## config.mk

```make
export PLATFORM = sky130hd
export DESIGN_NAME = counter_sequencer
export DESIGN_NICKNAME = d
export VERILOG_FILES = /design/src/rtl/counter_sequencer.sv
export SDC_FILE = /design/constraint.sdc
export NUM_CORES = 1
export LEC_CHECK = 0
export BUFFER_PORTS_ARGS = -buffer_cell sky130_fd_sc_hd__buf_2
export CORE_MARGIN = 2
export CORE_UTILIZATION = 30
export DETAILED_ROUTE_END_ITERATION = 8
export PLACE_DENSITY = 0.55
export SYNTH_ARGS = -nofsm -noshare
export SYNTH_HDL_FRONTEND = slang
export SYNTH_SLANG_ARGS = --single-unit
```

## constraint.sdc

```tcl
create_clock -name clk -period 2.35 [get_ports clk]
set_input_delay 0 -clock clk [delete_from_list [all_inputs] [get_ports clk]]
set_output_delay 0 -clock clk [all_outputs]
set_load 0.01 [all_outputs]
```

## src/rtl/counter_sequencer.sv

```systemverilog
// Sequencing controller for the shared up/down wrap counter: turns run/step/clear/mode
// into rate-limited one-cycle enable pulses and handles ping-pong and single-sweep modes.
module counter_sequencer #(
    parameter logic [4:0] MIN       = 5'd0,
    parameter logic [4:0] MAX       = 5'd20,
    parameter int         WIDTH     = $clog2(int'(MAX) + 1),
    parameter int         DIV       = 4,
    parameter int         DIV_WIDTH = $clog2(DIV)
) (
    input  logic             clk,
    input  logic             reset,
    input  logic             run,
    input  logic             step,
    input  logic             clear,
    input  logic [1:0]       mode,
    input  logic [WIDTH-1:0] count,
    output logic             enable,
    output logic             up,
    output logic             count_reset,
    output logic             busy,
    output logic             done
);

    typedef enum logic [1:0] {IDLE, RUN, DONE} state_t;

    state_t               state, state_next;
    logic [DIV_WIDTH-1:0] prescaler, prescaler_next;
    logic                 dir, dir_next;
    logic                 step_q;
    logic                 tick, step_edge, event_hit, pulse, dir_eval;
    logic                 at_max, at_min;
    logic                 enable_next, up_next, count_reset_next, busy_next, done_next;

    assign at_max = (count == WIDTH'(MAX));
    assign at_min = (count == WIDTH'(MIN));

    always_ff @(posedge clk) begin
        if (reset) begin
            state       <= IDLE;
            prescaler   <= '0;
            dir         <= 1'b1;
            step_q      <= 1'b0;
            enable      <= 1'b0;
            up          <= 1'b1;
            count_reset <= 1'b0;
            busy        <= 1'b0;
            done        <= 1'b0;
        end else begin
            state       <= state_next;
            prescaler   <= prescaler_next;
            dir         <= dir_next;
            step_q      <= step;
            enable      <= enable_next;
            up          <= up_next;
            count_reset <= count_reset_next;
            busy        <= busy_next;
            done        <= done_next;
        end
    end

    // A tick in RUN and an accepted step share one direction/pulse decision.
    always_comb begin
        tick      = (state == RUN) && (prescaler == DIV_WIDTH'(DIV - 1));
        step_edge = step & ~step_q;
        event_hit = tick || ((state == IDLE) && step_edge);
        dir_eval  = dir;
        pulse     = event_hit;
        case (mode)
            2'b00: dir_eval = 1'b1;
            2'b01: dir_eval = 1'b0;
            2'b10: begin
                if (dir && at_max)
                    dir_eval = 1'b0;
                else if (!dir && at_min)
                    dir_eval = 1'b1;
            end
            default: begin
                dir_eval = 1'b1;
                if (at_max)
                    pulse = 1'b0;
            end
        endcase

        state_next = state;
        case (state)
            IDLE: if (run) state_next = RUN;
            RUN: begin
                if (!run)
                    state_next = IDLE;
                else if (tick && (mode == 2'b11) && at_max)
                    state_next = DONE;
            end
            DONE: if (!run) state_next = IDLE;
            default: state_next = IDLE;
        endcase

        prescaler_next = '0;
        if ((state == RUN) && (state_next == RUN))
            prescaler_next = tick ? '0 : prescaler + 1'b1;

        if (clear)
            dir_next = 1'b1;
        else if (event_hit)
            dir_next = dir_eval;
        else
            dir_next = dir;
    end

    always_comb begin
        enable_next      = pulse && !clear;
        up_next          = enable_next ? dir_eval : up;
        count_reset_next = clear;
        busy_next        = (state_next == RUN);
        done_next        = (state_next == DONE);
    end

endmodule

```

Yosys cells after proc, flatten, opt, wreduce, memory -nomap -nowiden
Index checks and enable logic that the tools add are counted.
- register bits: 11
- bits of input ports: 12
- output and inout port bits: 5
- logic and storage cells: 49
- $add $sub $neg: 1
- eq/ne operators: 9
- muxes and demuxes: 10
- bitwise operators: 3
- reductions and logical operators: 17
- operator list (cell ; number):
    2-bit == test (second input constant) ; 5
    1-bit logical AND ; 8
    2-bit 2-to-1 mux ; 4
    2-bit by 1-bit == test with 1-bit output (second input constant) ; 3
    2-bit one-hot mux with 3 select lines ; 1
    3-bit OR reduction ; 2
    5-bit == test (second input constant) ; 1
    5-bit logical NOT ; 1
    2-bit logical NOT ; 2
    1-bit 2-to-1 mux ; 4
    2-bit by 1-bit adder with 2-bit output (second input constant) ; 1
    1-bit logical NOT ; 2
    1-bit inverter ; 2
    1-bit one-hot mux with 2 select lines ; 1
    2-bit OR reduction ; 1
    1-bit AND ; 1
    1-bit logical OR ; 1

Longest topological paths before layout
Gate-level depths: netlist (run 1).
- word-level depth: 11
- depth in mapped cells: 4
- gate-level depth less buffers: 4

Worst setup path after synthesis (run 1)
Ideal clock, no wire load.
- kind: reg-to-reg
- start point: reg dir
- end point: reg dir
- library setup time: 0.128 ns
- data arrival time: 1.050 ns
- data required time: 2.222 ns
- path slack: 1.171 ns
- cell stages (with the launch flop): 5
- path buffers: 0
- period minus slack after synthesis: 1.179 ns
- cells stage by stage: dfxtp_1 -> or3b_2 -> o22ai_1 -> a41o_1 -> o21ai_0
- longest elaborated chain between the ends: 5
- elaborated cells on any way between the ends: 6
- RTL lines (what ; RTL line ; RTL):
    from (decl) ; 28 ; logic dir, dir_next;
    from (signal assigned) ; 51 ; dir <= dir_next;
    1-bit logical NOT ; 74 ; else if (!dir && at_min)
    1-bit logical AND ; 74 ;
    1-bit 2-to-1 mux ; 74 ;
    1-bit 2-to-1 mux * ; 72 ; if (dir && at_max)
    1-bit one-hot mux with 2 select lines * ; 68 ; case (mode)
Every way passes the cells marked *; elsewhere a longest branch is shown, timed or not.
A chain may end at the register's enable or synchronous reset.

Worst setup path in the final report (run 1)
- start point: reg state[0]
- end point: reg up
- longest elaborated chain between the ends: 6
- elaborated cells on any way between the ends: 8
- RTL lines (what ; RTL line ; RTL):
    from (decl) ; 26 ; state_t state, state_next;
    from (signal assigned) ; 49 ; state <= state_next;
    2-bit by 1-bit == test with 1-bit output or 2-bit logical NOT (tied branches) ; 63, 65 ;
    1-bit logical AND, on equally long branches ; 63, 65 ;
    1-bit logical OR * ; 65 ; event_hit = tick || ((state == IDLE) && step_edge);
    1-bit 2-to-1 mux ; 79 ; if (at_max)
    1-bit 2-to-1 mux * ; 68 ;
    1-bit logical AND * ; 110 ; enable_next = pulse && !clear;
    to (signal assigned) ; 54 ; up <= up_next;
    to (decl) ; 18 ; output logic up,
Marks and branches as above.

==> metrics.txt, run 1 <==
ranking of synthesized cells by area dfxtp_1 47%, inv_1 4.0%, nor4b_1 3.7%, nor3_4 3.5%, a21oi_1 3.2%; PortBufs 16; Comb pwr share 0.117; Area growth, synth to finish 35.6%; CTS tree done; Synth Instances 45; Synth top area share 0.471; Critical Path Max Stage Delay 360 ps; Rows 14; Routability Congestion 0.686; GRT Residual Overflow 0; Fin Clk Skew ~2.4 ps; clock power share 0.344; Rel. slew slack 0.773; Tot GR Track Use 0.112; Hold WS 111 ps; vias 414; fin. max-slew vios 0; pwr dens 572 nW/um^2; Max stage delay cell, worst path dfxtp_1; drc violations 0; first-pass GRT wire length about 1.6 mm; critical path peak fanout 7; Yosys top cell by area dfxtp_1; Tcrit/Tclk final 0.561; CP Launch Type flop; DRT Wirelength 883 um; largest net degree at the start of global routing 8; net switching fraction of the power 0.226; Hold Violations, Final 0; cell leakage power roughly 0.29 nW; Synthesized Nets 58; number of max-cap violations 0; Avg WL per Cell 10.4 um; Fillers 167; vias in the first global route 391; share of cells above drive strength 1 0.377; Worst-Margin Slew 341 ps; IO Count 17; clock tree sinks 11; status complete, no violations; Initial Util 0.314; Final Cell Area between 600 and 700 um^2; Clk Tree Root Cell clkbuf_4; crit path time final roughly 1300 ps; Post-CTS Setup Repair Bufs 0; Post-layout nets 83; Worst EP required 2540 ps; Sequential Power Share 0.539; Hold Path Class input port to flop; Max Fclk between 0.7 and 0.8 GHz; die height 43.5 um; Post-Route Utilization 0.426; Yosys cell types 25; worst reg-to-reg path cell count 4; worst-skew pair later-pin latency 260 ps; FF/Latch Area 220 um^2; HPWL after DPL 671 um; core area about 1500 um^2; worst hold path stage count 3; Clock transition at path regs ~70 ps; cts repair resizes 0; htree depth 1; Netlist Area Pre-Place 468 um^2; CTS Buf Count 3; Sw Pwr 0.0819 mW; Power Internal 0.281 mW; Die Width 43.5 um; peak supply drop 0.331 mV; die footprint 1890 um^2; Placed Instance Area 568 um^2; footprint of the multi-input gates 229 um^2; flops & latches, synth 11; kind of critical path flop to flop; Detailed Route Iter0 Violations 7; setup TNS 0 ps; post-synthesis sequential area ratio 0.471; drt pass-1 iters 4; Crit. End Element flop; Final ANT Viol Nets 0; RSZ-0062 raised after global routing false; Via-to-Cell Ratio 4.87; Yosys warnings 0; # diodes 0; Clock Path Buffers 2; syn_area_per_cell 10.4 um^2; initial antenna violation count 0; critical path arrival 1510 ps; critical-path cell list nor4b_2 -> a21oi_1 -> o311ai_1 -> a21boi_1; # setup viols final 0
[cell type report]
cell class,count,share of cell area
clock buffers,4,0.0414
inverters,5,0.0296
multi-input cells,29,0.361
flip-flops and latches,11,0.347
well taps,16,0.0316
repair buffers,20,0.189
[power groups by stage]
stage | registers [mW] | logic (mW) | clock network [mW]
floorplan | 0.201 | 0.0180 | 0
CTS | 0.195 | 0.0427 | 0.134
global placement | 0.200 | 0.0374 | 0
global route | 0.196 | 0.0473 | 0.142
detailed placement | 0.200 | 0.0374 | 0
finish | 0.195 | 0.0425 | 0.125
[placed cells by master (no fill, tap or decap)]
master | netlist | final
clkbuf_1 | 0 | 1
or3b_2 | 1 | 1
and2b_1 | 1 | 1
or3_4 | 1 | 1
or2_2 | 1 | 1
o22ai_1 | 1 | 1
inv_1 | 5 | 5
a21oi_1 | 3 | 3
nor3_4 | 1 | 1
nor4b_1 | 2 | 2
o311ai_1 | 1 | 1
dfxtp_1 | 11 | 11
o21ai_0 | 2 | 2
a41o_1 | 1 | 1
nand3_1 | 1 | 1
nor4b_2 | 1 | 1
clkbuf_4 | 0 | 3
nor4_2 | 1 | 1
ha_1 | 1 | 1
nand2b_1 | 1 | 1
a211oi_1 | 1 | 1
nor4_1 | 1 | 1
a31oi_1 | 2 | 2
buf_2 | 0 | 16
nand3_2 | 1 | 1
nor2b_1 | 2 | 2
a21boi_1 | 1 | 1
nand2_1 | 1 | 1
dlygate4sd3_1 | 0 | 4
[logic make-up (layout without fill, tap and decap cells)]
logic type / count (synthesis) / in the layout / synth area share
AND/OR/NAND/NOR: 16 / 16 / 0.297
AO/OA/AOI/OAI: 12 / 12 / 0.166
adder cells (fa/ha/maj): 1 / 1 / 0.0267
flip-flops: 11 / 11 / 0.471
buffers and inverters: 5 / 29 / 0.0401
[per-layer routing]
layer / GRT usage / share of wire / vias up
met1: 0.150 / 0.50 / 186
li1: - / - / 217
met2: 0.161 / 0.43 / 11
met3: 0.0625 / 0.067 / 0
met5: 0 / 0 / -
met4: 0.0182 / 0 / 0
[synth_stat cells, drive strengths merged]
library cell / count
inv: 5
nor4b: 3
o21ai: 2
and2b: 1
nor3: 1
dfxtp: 11
nor2b: 2
o311ai: 1
a31oi: 2
a21boi: 1
a211oi: 1
a21oi: 3
nand2: 1
ha: 1
a41o: 1
o22ai: 1
nand3: 2
nand2b: 1
or3b: 1
or3: 1
nor4: 2
or2: 1
[state kept, by name, indices dropped and copies added, names as in the netlist]
register / cells
enable: 1
step_q: 1
up: 1
prescaler: 2
state: 2
busy: 1
count_reset: 1
done: 1
dir: 1
[final timing paths]
path                                      to         start  slack, ps
worst max-delay path                      up      state[0]       1030
worst min-delay path                      up      count[4]        110
worst max register to register            up      state[0]       1030
worst min register to register  prescaler[0]  prescaler[0]        430
[what timing repair did]
item,CTS,global route
hold buffers,4,0
setup endpoints to repair,0,0
endpoints found under the hold margin,6,0
[through the flow]
step                total power [mW]  setup slack [ps]  instances
CTS                            0.372              1030         85
floorplan                      0.219              1170         45
detailed placement             0.237              1060         77
finish                         0.363              1030         85
global route                   0.385               899         85
global placement               0.237              1030         77
[critical path, delay by kind of cell, from the launching register on]
kind / cells / cell delay [ps]
AO/OA/AOI/OAI: 3 / 590
AND/OR/NAND/NOR: 1 / 290
flip-flops: 1 / 360
No activity file was read; power rests on OpenSTA's default activity.
==> run 2, diff against run 1 <==
==> constraint.sdc (replaced) <==
create_clock -name clk -period 1.32 [get_ports clk]
set_input_delay 0 -clock clk [delete_from_list [all_inputs] [get_ports clk]]
set_output_delay 0 -clock clk [all_outputs]
set_load 0.01 [all_outputs]
==> run 2 against run 1 <==
Final area grew 6.5%. Largest power group unchanged. Sequential share of layout area shrank 2.1 points. Critical path depth is the same.
==> metrics.txt, run 2 (synthesis results as in run 1) <==
status complete, no violations; most frequent cells in the layout 16 x buf_2, 11 x dfxtp_1, 5 x inv_1, 5 x dlygate4sd3_1; Tcrit/Tclk final 0.967 (+0.406); Final Cell Area 676 um^2 (+6.5%); global-route met2 utilization 0.179 (+0.0179); DRT Wirelength 959 um (+8.6%); Worst-Margin Slew 294 ps (-47.0 ps); htree depth 1 (unchanged); CTS Buf Count 3 (unchanged); drt pass-1 iters 2 (-2); GRT Residual Overflow 0 (unchanged); # setup viols final 0 (unchanged); Placed Instance Area 583 um^2 (+2.6%); Routability Congestion 0.689 (+0.47%); Fillers 156 (-6.6%); Max stage delay cell, worst path dfxtp_1; share of cells above drive strength 1 0.431 (+0.0537); Final ANT Viol Nets 0 (unchanged); first-pass GRT wire length 1.66 mm (+5.2%); Critical Path Max Stage Delay 360 ps (about the same); Worst EP required 1510 ps (-1030 ps); cell leakage power 0.302 nW (+5.6%); critical path peak fanout 7 (unchanged); number of max-cap violations 0 (unchanged); GRT met3 Usage 0.0625 (unchanged); clock tree sinks 11 (unchanged); worst-skew pair later-pin latency 270 ps (about the same); HPWL after DPL 735 um (+9.6%); drc violations 0 (unchanged); Clock transition at path regs 60 ps (about the same); Post-Route Utilization 0.454 (+0.0277); setup TNS 0 ps (unchanged); Hold Violations, Final 0 (unchanged); Die Width 43.5 um (unchanged); IO Count 17 (unchanged); core area 1490 um^2 (unchanged); die height 43.5 um (unchanged); Rel. slew slack 0.802 (+0.0295); vias in the first global route 435 (+11%); met1 Use GR 0.152 (+0.00220); CTS tree done; Max Fclk 0.783 GHz (+3.3%); pwr dens 968 nW/um^2 (+69%); CP Launch Type flop; Crit. End Element flop; Post-layout nets 86 (+3.6%); GRT busiest layer met2; Clock Path Buffers 2 (unchanged); Area growth, synth to finish 44.4%; die footprint 1890 um^2 (unchanged); kind of critical path flop to flop; Avg WL per Cell 10.9 um (+4.9%); crit path time final 1280 ps (-42.0 ps); Detailed Route Iter0 Violations 10 (+3); RSZ-0062 raised after global routing false; critical path arrival 1470 ps (-40 ps); Crit path max-delay family compound AO/OA/AOI/OAI gates; worst path bufs/invs 0 (unchanged); Hold Path Class input port to flop; peak supply drop 0.624 mV (+88%); fin. max-slew vios 0 (unchanged); overall power 0.654 mW (+80%); Initial Util 0.314 (unchanged); Tot GR Track Use 0.120 (+0.00851); initial antenna violation count 0 (unchanged); commonest non-fill, non-tap cell in the layout buf_2; largest net degree at the start of global routing 8 (unchanged); Via-to-Cell Ratio 4.82 (-1.1%); Fin Clk Skew 4.76 ps (+2.34 ps); Top Registers prescaler x2, state x2; Rows 14 (unchanged); critical-path cell list nor4b_2 -> a21oi_2 -> o311ai_1 -> a21boi_1; PortBufs 16 (unchanged); Clk Tree Root Cell clkbuf_4; # diodes 0 (unchanged); vias 424 (+2.4%)
## run 2: changes by cell type in the layout (fill, tap and decap cells not counted)
cell           change
buf_4              +2
nor4b_1            -2
nor4b_2            +2
a21oi_1            -1
a21oi_2            +1
dlygate4sd3_1      +1
## run 2: final timing paths
kind                            cells past startpoint            to  slack, ps         start
worst max register to register                      4            up         40      state[0]
worst max-delay path                                4            up         40      state[0]
worst min register to register                      1  prescaler[0]        460  prescaler[0]
worst min-delay path                                3            up        110      count[4]
## run 2: report_power, final
group	switching, mW	total [mW]	internal, mW
sequential	0.00581	0.348	0.342
combinational	0.0373	0.0822	0.0449
clock	0.107	0.224	0.117
total	0.150	0.654	0.504
## run 2: metrics by stage
step | setup slack, ps | cells | hold slack (ps)
floorplan | 141 | 45 | 71.6
global placement | -2.70 | 79 | 227
detailed placement | 4.66 | 79 | 232
CTS | 32.2 | 88 | 105
global route | 0.343 | 88 | 112
finish | 43.4 | 88 | 111
## run 2: what timing repair did
item / in CTS / in global routing
gates resized for setup: 1 / 2
endpoints found under the hold margin: 5 / 0
hold buffers: 5 / 0
endpoints found under the setup margin: 1 / 2
setup buffers: 0 / 0
## run 2: cell type report
class / instances / area [um^2] / share of cell area
repair buffers: 23 / 145 / 0.215
clock buffers: 4 / 26.3 / 0.0389
well taps: 16 / 20.0 / 0.0296
inverters: 5 / 18.8 / 0.0278
multi-input cells: 29 / 245 / 0.363
flip-flops and latches: 11 / 220 / 0.326
## run 2: layer usage
layer | wire length [um] | vias up
met5 | 0 | -
met4 | 0 | 0
met3 | 50 | 0
met2 | 449 | 11
met1 | 459 | 190
li1 | - | 223
## run 2: worst register-to-register path, delay by kind of cell, from the launching register on
kind,cells,cell delay (ps)
DFF,1,360
AOI/OAI and AO/OA,3,540
and+or+nand+nor,1,310
